===== src/rtl/countdown_pkg.sv =====
// countdown_pkg
// Shared types and helpers for the countdown time tracker.
//   cdState_t : controller state (IDLE / RUN / PAUSED / EXPIRED)
//   prescW()  : prescaler counter width for a given ticks-per-second value
//   cntW()    : counter width for 0..n-1, never narrower than one bit
package countdown_pkg;

  typedef enum logic [1:0] {
    IDLE    = 2'd0,
    RUN     = 2'd1,
    PAUSED  = 2'd2,
    EXPIRED = 2'd3
  } cdState_t;

  function automatic int prescW(input int ticks);
    return (ticks < 2) ? 1 : $clog2(ticks);
  endfunction

  function automatic int cntW(input int n);
    return (n < 2) ? 1 : $clog2(n);
  endfunction

endpackage


===== src/rtl/tick_prescaler.sv =====
// tick_prescaler
// Divides clk down to a one-second tick.
//   clk  : system clock
//   rst  : asynchronous active-low reset
//   run  : counter runs while high, clears to 0 while low
//   hold : freezes the count (a tick that would fire is swallowed)
//   tick : one-cycle strobe in the cycle the count sits at TICKS_PER_SEC-1
module tick_prescaler
  import countdown_pkg::*;
#(
  parameter int TICKS_PER_SEC = 50_000_000
) (
  input  logic clk,
  input  logic rst,
  input  logic run,
  input  logic hold,
  output logic tick
);

  localparam int            PW   = prescW(TICKS_PER_SEC);
  localparam logic [PW-1:0] LAST = PW'(TICKS_PER_SEC - 1);

  logic [PW-1:0] cnt;

  assign tick = run && !hold && (cnt == LAST);

  always_ff @(posedge clk or negedge rst) begin
    if (!rst)       cnt <= '0;
    else if (!run)  cnt <= '0;
    else if (!hold) cnt <= (cnt == LAST) ? '0 : cnt + PW'(1);
  end

endmodule


===== src/rtl/countdown_time_tracker.sv =====
// countdown_time_tracker
// Game time-limit countdown. Loads a start value while idle, then steps the
// remaining time down by one every SEC_PER_STEP seconds of unpaused run time.
// Supports pause, saturating bonus-time add and a latched timeout flag.
// Optional feature macro: COUNTDOWN_WARN_EN (low-time blink on warn).
//   clk        : system clock
//   rst        : asynchronous active-low reset
//   enable     : 0 = hold/reload, 1 = run
//   pause      : freezes the countdown while high
//   start_time : load value, 0 selects DEFAULT_TIME
//   add_valid  : single-cycle bonus-time request
//   add_amount : bonus amount
//   time_out   : remaining time
//   timeout    : high while expired
//   step_pulse : one-cycle strobe on each decrement
//   warn       : low-time blink (constant 0 without the macro)
module countdown_time_tracker
  import countdown_pkg::*;
#(
  parameter int TIME_W        = 4,
  parameter int TICKS_PER_SEC = 50_000_000,
  parameter int SEC_PER_STEP  = 5,
  parameter int DEFAULT_TIME  = 10,
  parameter int WARN_LEVEL    = 3
) (
  input  logic              clk,
  input  logic              rst,
  input  logic              enable,
  input  logic              pause,
  input  logic [TIME_W-1:0] start_time,
  input  logic              add_valid,
  input  logic [TIME_W-1:0] add_amount,
  output logic [TIME_W-1:0] time_out,
  output logic              timeout,
  output logic              step_pulse,
  output logic              warn
);

  localparam int                SW       = cntW(SEC_PER_STEP);
  localparam logic [SW-1:0]     SEC_LAST = SW'(SEC_PER_STEP - 1);
  localparam logic [TIME_W:0]   TMAX     = {1'b0, {TIME_W{1'b1}}};
  localparam logic [TIME_W-1:0] DEF_T    = TIME_W'(DEFAULT_TIME);

  cdState_t          state, nextState;
  logic              active, cntRun, secTick, stepNow, addNow, expire;
  logic [SW-1:0]     secCnt;
  logic [TIME_W-1:0] loadVal, satTime;
  logic [TIME_W:0]   sumWide;
  logic [TIME_W-1:0] timeNext;
  logic              timeoutNext, stepNext;

  // Counters only advance while a countdown is live; dropping enable or
  // reaching EXPIRED clears them on the next edge.
  assign active = (state == RUN) || (state == PAUSED);
  assign cntRun = enable && active;

  tick_prescaler #(.TICKS_PER_SEC(TICKS_PER_SEC)) uPresc (
    .clk  (clk),
    .rst  (rst),
    .run  (cntRun),
    .hold (pause),
    .tick (secTick)
  );

  always_ff @(posedge clk or negedge rst) begin
    if (!rst)         secCnt <= '0;
    else if (!cntRun) secCnt <= '0;
    else if (secTick) secCnt <= (secCnt == SEC_LAST) ? '0 : secCnt + SW'(1);
  end

  assign loadVal = (start_time == '0) ? DEF_T : start_time;
  // time_out is never 0 while live; the guard just makes underflow impossible.
  assign stepNow = secTick && (secCnt == SEC_LAST) && (time_out != '0);
  assign addNow  = cntRun && add_valid;

  // Add and decrement are merged in one extra bit so the saturation sees the
  // true sum before the step is taken off.
  assign sumWide = {1'b0, time_out}
                 + (addNow ? {1'b0, add_amount} : '0)
                 - {{TIME_W{1'b0}}, stepNow};
  assign satTime = (sumWide > TMAX) ? {TIME_W{1'b1}} : sumWide[TIME_W-1:0];
  assign expire  = cntRun && (satTime == '0);

  // State register
  always_ff @(posedge clk or negedge rst) begin
    if (!rst) state <= IDLE;
    else      state <= nextState;
  end

  // Next-state logic
  always_comb begin
    nextState = state;
    if (!enable) nextState = IDLE;
    else begin
      unique case (state)
        IDLE:    nextState = RUN;
        RUN:     nextState = expire ? EXPIRED : (pause ? PAUSED : RUN);
        PAUSED:  nextState = expire ? EXPIRED : (pause ? PAUSED : RUN);
        EXPIRED: nextState = EXPIRED;
        default: nextState = IDLE;
      endcase
    end
  end

  // Output logic (next values of the registered outputs)
  always_comb begin
    timeNext    = time_out;
    timeoutNext = timeout;
    stepNext    = 1'b0;
    if (!enable || (state == IDLE)) begin
      timeNext    = loadVal;
      timeoutNext = 1'b0;
    end else if (state == EXPIRED) begin
      timeNext    = '0;
      timeoutNext = 1'b1;
    end else begin
      timeNext    = satTime;
      timeoutNext = expire;
      stepNext    = stepNow;
    end
  end

  always_ff @(posedge clk or negedge rst) begin
    if (!rst) begin
      time_out   <= '0;
      timeout    <= 1'b0;
      step_pulse <= 1'b0;
    end else begin
      time_out   <= timeNext;
      timeout    <= timeoutNext;
      step_pulse <= stepNext;
    end
  end

`ifdef COUNTDOWN_WARN_EN
  localparam logic [TIME_W:0] WARN_LVL = (TIME_W+1)'(WARN_LEVEL);

  logic warnQ, lowNow, lowNext;

  assign lowNow  = (time_out != '0) && ({1'b0, time_out} <= WARN_LVL);
  assign lowNext = (timeNext != '0) && ({1'b0, timeNext} <= WARN_LVL);

  // Cleared outside a live countdown or above the threshold; otherwise it
  // toggles per second and simply holds while the prescaler is frozen.
  always_ff @(posedge clk or negedge rst) begin
    if (!rst)                             warnQ <= 1'b0;
    else if (!cntRun || !lowNext)         warnQ <= 1'b0;
    else if (secTick && lowNow)           warnQ <= ~warnQ;
  end

  assign warn = warnQ;
`else
  // No blink logic; the threshold folds away to a constant 0.
  assign warn = 1'b0 && (WARN_LEVEL > 0);
`endif

endmodule


===== config.mk =====
export PLATFORM = sky130hd
export DESIGN_NAME = countdown_time_tracker
export DESIGN_NICKNAME = d
export VERILOG_FILES = /design/src/rtl/countdown_pkg.sv /design/src/rtl/tick_prescaler.sv /design/src/rtl/countdown_time_tracker.sv
export SDC_FILE = /design/constraint.sdc
export NUM_CORES = 1
export LEC_CHECK = 0
export ABC_AREA = 1
export CORE_MARGIN = 1.5
export CORE_UTILIZATION = 59
export DETAILED_ROUTE_END_ITERATION = 8
export GPL_ROUTABILITY_DRIVEN = 0
export PLACE_DENSITY_LB_ADDON = 0.05
export SLEW_MARGIN = 20
export SYNTH_ARGS = -nofsm -noshare
export SYNTH_HDL_FRONTEND = slang
export SYNTH_SLANG_ARGS = --single-unit

===== constraint.sdc =====
create_clock -name clk -period 3.3 [get_ports clk]
set_input_delay 0.66 -clock clk [delete_from_list [all_inputs] [get_ports clk]]
set_output_delay 0.66 -clock clk [all_outputs]
set_load 0.005 [all_outputs]

# Yosys cells after proc, flatten, opt, wreduce, memory -nomap -nowiden
# Index checks and enable logic that the tools add are counted.
word_totals:
  regBits: 37
  input_bits: 13
  output_inout_bits: 7
  elab_cells: 53
classes:
  addsub: 4
  magnitude_cmp: 1
  n_eq_ne: 7
  muxes: 19
  reduce_logical: 16
op_table:
  columns: ["operator", "n"]
  rows:
  - ["2-to-1 mux 26 bit", 3]
  - ["adder 26 x 1 -> 26 bit (second input constant)", 1]
  - ["equality test 26 bit (second input constant)", 1]
  - ["2-to-1 mux 4 bit", 5]
  - ["2-to-1 mux 3 bit", 3]
  - ["logical NOT 4 bit", 2]
  - ["logical AND 1 bit", 7]
  - ["2-to-1 mux 2 bit", 3]
  - ["one-hot mux 2 bit (3 select lines)", 1]
  - ["adder 4 x 4 -> 5 bit", 1]
  - ["greater-than comparator 5 x 4 -> 1 bit (second input constant)", 1]
  - ["subtractor 5 x 1 -> 5 bit", 1]
  - ["equality test 2 bit (second input constant)", 2]
  - ["2-to-1 mux 1 bit", 4]
  - ["nonzero test 4 bit", 1]
  - ["adder 3 x 1 -> 3 bit (second input constant)", 1]
  - ["equality test 3 bit (second input constant)", 1]
  - ["equality test 2 x 1 -> 1 bit (second input constant)", 1]
  - ["logical NOT 1 bit", 2]
  - ["logical NOT 2 bit", 1]
  - ["logical OR 1 bit", 2]
  - ["!= test 2 x 1 -> 1 bit (second input constant)", 1]
  - ["!= test 2 bit (second input constant)", 1]
  - ["OR reduction 2 bit", 1]

# Logic depth before layout (Yosys ltp)
depth:
  depth_word: 15
  depth_mapped: 20
  depth_no_buf: 20

# Modules after synthesis
# Synthesis repeated with hierarchy kept, for this count alone.
unflattened:
  hier_cells: 356
  area_unflattened_um2: 2543.7
modules_own_cells:
  columns: ["mod", "n_inst", "cells_per_inst", "area_each_um2"]
  rows:
  - ["tick_prescaler", 1, 239, 1662.8]
  - ["countdown_time_tracker", 1, 117, 880.8]

# Worst setup path after synthesis
# Ideal clock, no wire load.
synth_path:
  path_kind: "reg2reg"
  startpoint: "reg uPresc.cnt[0]"
  endpoint: "reg state[1]"
  setup_ps: 113
  arrival_time_ps: 2533
  required_time_ps: 3187
  slack_ps: 654
  stages_incl_launch_ff: 20
  n_path_buf: 0
  path_cell_list: "dfrtp_1 -> ha_1 -> nand3_2 -> nor2_4 -> nand2_1 -> nor2_1 -> nand3_1 -> inv_1 -> ha_1 -> inv_1 -> ha_1 -> fa_1 -> nand2_1 -> inv_1 -> nor2_1 -> inv_1 -> nand4_1 -> nand3_1 -> nand2_1 -> inv_1"
synth_via:
  elab_chain_cells: 12
synth_lines:
  columns: ["item", "line", "rtl"]
  rows:
  - ["start: declaration", "tick_prescaler.sv:23", "logic [PW-1:0] cnt;"]
  - ["start signal: assignment", "tick_prescaler.sv:30", "else if (!hold) cnt <= (cnt == LAST) ? '0 : cnt + PW'(1);"]
  - ["equality test 26 bit (*)", "tick_prescaler.sv:25", "assign tick = run && !hold && (cnt == LAST);"]
  - ["logical AND 1 bit (*)", "tick_prescaler.sv:25", null]
  - ["logical AND 1 bit (*) (2 in series)", "countdown_time_tracker.sv:73", "assign stepNow = secTick && (secCnt == SEC_LAST) && (time_out != '0);"]
  - ["subtractor 5 x 1 -> 5 bit (*)", "countdown_time_tracker.sv:80", "- {{TIME_W{1'b0}}, stepNow};"]
  - ["greater-than comparator 5 x 4 -> 1 bit", "countdown_time_tracker.sv:81", "assign satTime = (sumWide > TMAX) ? {TIME_W{1'b1}} : sumWide[TIME_W-1:0];"]
  - ["2-to-1 mux 4 bit (*)", "countdown_time_tracker.sv:81", null]
  - ["logical NOT 4 bit (*)", "countdown_time_tracker.sv:82", "assign expire = cntRun && (satTime == '0);"]
  - ["logical AND 1 bit (*)", "countdown_time_tracker.sv:82", null]
  - ["2-to-1 mux 2 bit (*)", "countdown_time_tracker.sv:97, countdown_time_tracker.sv:98", null]
  - ["one-hot mux 2 bit (3 select lines) (*)", "countdown_time_tracker.sv:95", "unique case (state)"]
  - ["2-to-1 mux 2 bit (*)", "countdown_time_tracker.sv:93", "if (!enable) nextState = IDLE;"]
  - ["via nextState[1]", "countdown_time_tracker.sv:44", "cdState_t state, nextState;"]
  - ["end signal: assignment", "countdown_time_tracker.sv:87", "else state <= nextState;"]
  - ["end: declaration", "countdown_time_tracker.sv:44", null]
# Mark *: on every way through the listed nets, which the timed path passes. The rest lies on a longest branch.
# A chain may end at the register's enable or synchronous reset.

# Final worst setup path
layout_path:
  startpoint: "reg uPresc.cnt[9]"
  endpoint: "reg time_out[1]"
layout_via:
  elab_chain_cells: 9
layout_lines:
  columns: ["item", "line", "rtl"]
  rows:
  - ["equality test 26 bit (*)", "tick_prescaler.sv:25", null]
  - ["logical AND 1 bit (*)", "tick_prescaler.sv:25", null]
  - ["logical AND 1 bit (*) (2 in series)", "countdown_time_tracker.sv:73", null]
  - ["subtractor 5 x 1 -> 5 bit (*)", "countdown_time_tracker.sv:80", null]
  - ["greater-than comparator 5 x 4 -> 1 bit", "countdown_time_tracker.sv:81", null]
  - ["2-to-1 mux 4 bit (*)", "countdown_time_tracker.sv:81", null]
  - ["2-to-1 mux 4 bit (*)", "countdown_time_tracker.sv:113", "end else if (state == EXPIRED) begin"]
  - ["2-to-1 mux 4 bit (*)", "countdown_time_tracker.sv:110", "if (!enable || (state == IDLE)) begin"]
  - ["via timeNext[1]", "countdown_time_tracker.sv:49", "logic [TIME_W-1:0] timeNext;"]
  - ["end signal: assignment", "countdown_time_tracker.sv:129", "time_out <= timeNext;"]
  - ["end: declaration", "countdown_time_tracker.sv:33", "output logic [TIME_W-1:0] time_out,"]
# Marks and branches as above.

==> impl_metrics.tcl <==
set metrics [dict create \
    intPower_mw 0.726 \
    io_buffers 18 \
    die_h_um 70.0 \
    grt-ovfl-total 0 \
    cts_num_sinks 37 \
    syn_nets 391 \
    synth_top_area_share_pct 35.0 \
    end_kind "register" \
    combPwrFrac_pct 26.4 \
    grt_pass1_vias 2317 \
    rows 24 \
    hold_viol 0 \
    status "finished clean" \
    wl_per_cell_um 12.8 \
    drt_pass1_iterations 4 \
    start_kind "register" \
    ios 20 \
    final_util_pct 68.8 \
    synth_area_mm2 0.00265 \
    tightestPinTransition_ns 0.848 \
    power.switching_mw 0.357 \
    crit_type "reg -> reg" \
    postCtsSetupBuffers 0 \
    routed-via-count 2317 \
    ys_seq_elements 37 \
    grt_use_total_pct 25.2 \
    cp.required_ns 3.51 \
    p_seq_share_pct 44.2 \
    diodes 0 \
    clock-root-buffer "clkbuf_8" \
    timing.rr.start "uPresc.cnt[9]" \
    final_layout_size_suffix_gt1_share_pct 10.3 \
    die_x_um 70.0 \
    max-cap-violations 0 \
    syn_to_final_growth_pct 12.3 \
    grt_setup_unrepaired "no" \
    floorplan.initialDensity_pct 61.3 \
    power.density_mw_per_mm2 364 \
    cp.arrival_ns 3.15 \
    cts_tree "built" \
    cts_buffers 5 \
    clock_path_buffers 2 \
    ys_seq_area_share_pct 35.0 \
    synth_top_area_cell "dfrtp_1" \
    path_clk_slew_ns 0.08 \
    ant_nets 0 \
    fmax_ghz 0.340 \
    netlist_instances 364 \
    ys.flop_type "dfrtp_1" \
    drt_wl_total_um 5670 \
    synth-async-reset-ratio_pct 100 \
    drv_slew 0 \
    clk_latency_ns 0.30 \
    clock_skew_ns 0.00793 \
    final_cells 442 \
    synth_cell_type_count 32 \
    clkPwrFrac_pct 29.4 \
    reg2regPathDepth 18 \
    peakVddDrop_uv 262 \
    r2r_end "time_out[1]" \
    worstPathMaxFanout 7 \
    hold_ws_ns 0.459 \
    synth_edf_count 0 \
    hpwl_um 4300 \
    hold_class "in -> async" \
    yosysWarnings 0 \
    htree_levels 2 \
    antenna_found_initial 0 \
    coreArea_mm2 0.00432 \
    nFillCells 379 \
    viasPerCell 5.24 \
    dpl.cell_count 434 \
    slew_headroom_pct 43.5 \
    finalCritPeriodShare_pct 89.2 \
    grt_pass1_wl_um 9870 \
    grt_max_degree 38 \
    fin_crit_ns 2.94 \
    drc 0 \
    synth_area_leaders "dfrtp_1, nand2_1, inv_1, nand3_1, ha_1" \
    setup_viol 0 \
    final.setup.tns_ns 0 \
    swShare_pct 33.0 \
    leakage_nw 1.43 \
    fin_nets 416 \
    drtIter0Drc 108 \
    die_area_mm2 0.00490 \
    syn_avg_cell_area_um2 7.28 \
    rrSetupSlack_ns 0.36 \
]
-- synthesized netlist by cell type, types with 3 or more instances --
master,count
nand3_1,35
nor2_1,33
nand2_1,95
dfrtp_1,37
o21ai_0,14
xor2_1,7
nor2_4,5
nor3_1,9
a21oi_1,5
nand3_2,9
ha_1,13
inv_1,58
nor2_2,3
o22ai_1,5
nand4_1,13
-- kinds of logic after synthesis --
kind of cell	Yosys count	share of synthesized area, %
and+or+nand+nor	210	38.9
buffers and inverters	64	9.78
DFF	37	35.0
xor gates and xnor gates	9	2.98
other	1	0.142
adders and majority gates	14	6.90
AOI/OAI and AO/OA	29	6.33
-- cells in the final DEF, fill, tap and decap left out, types with 2 or more instances in the layout --
master / instances
clkbuf_8: 5
buf_4: 5
a21oi_1: 5
dfrtp_1: 37
xnor2_1: 2
nor3_1: 9
nor2_1: 32
clkdlybuf4s50_1: 17
xor2_1: 7
o21ai_1: 2
nand2_2: 2
inv_1: 58
nand2_1: 95
o22ai_1: 5
nor2_2: 4
nand3_1: 35
a21o_1: 2
o21ai_0: 14
nor2_4: 5
ha_1: 13
clkinv_2: 2
nand3_2: 9
nand4_1: 13
-- stage by stage --
step | worst slack, ns | instance area [um2] | power, mW
finish | 0.356 | 2970 | 1.08
global route | 0.0521 | 2970 | 1.15
CTS | 0.282 | 2970 | 1.09
detailed placement | 0.0570 | 2890 | 0.776
global placement | 0.116 | 2890 | 0.770
floorplan | 0.654 | 2650 | 0.678
-- sequential cells by signal (all words and copies together), names as in the netlist --
register    flops
state           2
timeout         1
secCnt          3
uPresc.cnt     26
time_out        4
step_pulse      1
-- what timing repair did --
action,4_1_cts,5_1_grt
setup endpoints to repair,0,1
hold buffers,0,0
gates resized for setup,0,1
-- power groups by stage --
stage	Clock, mW	Sequential (mW)	Combinational, mW
after floorplan	0	0.488	0.190
after global placement	0	0.488	0.282
after detailed placement	0	0.489	0.288
after CTS	0.322	0.480	0.289
after global routing	0.338	0.482	0.327
final	0.318	0.480	0.286
-- metal layers --
layer  track usage [%]  part of all wire (%)  wire length, um  vias up
met1              30.2                    45             2560     1054
met5                 0                     0                0        -
met4              8.76                   1.7               94        0
met2              44.9                    50             2820       41
met3              4.76                   3.4              192        8
li1                  -                     -                -     1214
-- worst max-delay path, cell delays in order, from the launching register on --
cell and delay, ns:
dfrtp_1 0.45, inv_1 0.12, nand3_1 0.10, nor2_1 0.26
nand3_1 0.13, nor2_2 0.18, nand3_1 0.11, inv_1 0.08
ha_1 0.13, inv_1 0.04, ha_1 0.19, fa_1 0.40
nand2_1 0.09, nand2_1 0.06, nand3_1 0.07, nand2_1 0.08
inv_1 0.10, nor2_1 0.06, o21ai_0 0.19
-- worst max path at each step --
stage	depth (start not counted)	slack, ns	start	end
3_5_place_dp	15	0.06	enable	time_out[1]
5_1_grt	19	0.05	uPresc.cnt[9]	state[1]
6_report	18	0.36	uPresc.cnt[9]	time_out[1]
2_1_floorplan	19	0.65	uPresc.cnt[0]	state[1]
3_3_place_gp	16	0.12	enable	state[1]
4_1_cts	18	0.28	uPresc.cnt[9]	time_out[1]
-- cell type report --
type | count | area (um2) | area share [%]
multi-input combinational | 263 | 1470 | 49.3
tap | 52 | 65.1 | 2.19
clock buffer | 6 | 72.6 | 2.44
sequential | 37 | 926 | 31.1
clock inverter | 2 | 10.0 | 0.337
timing repair buffer | 23 | 213 | 7.15
inverter | 59 | 221 | 7.45
Note: power is estimated with default switching activity, not from simulation.
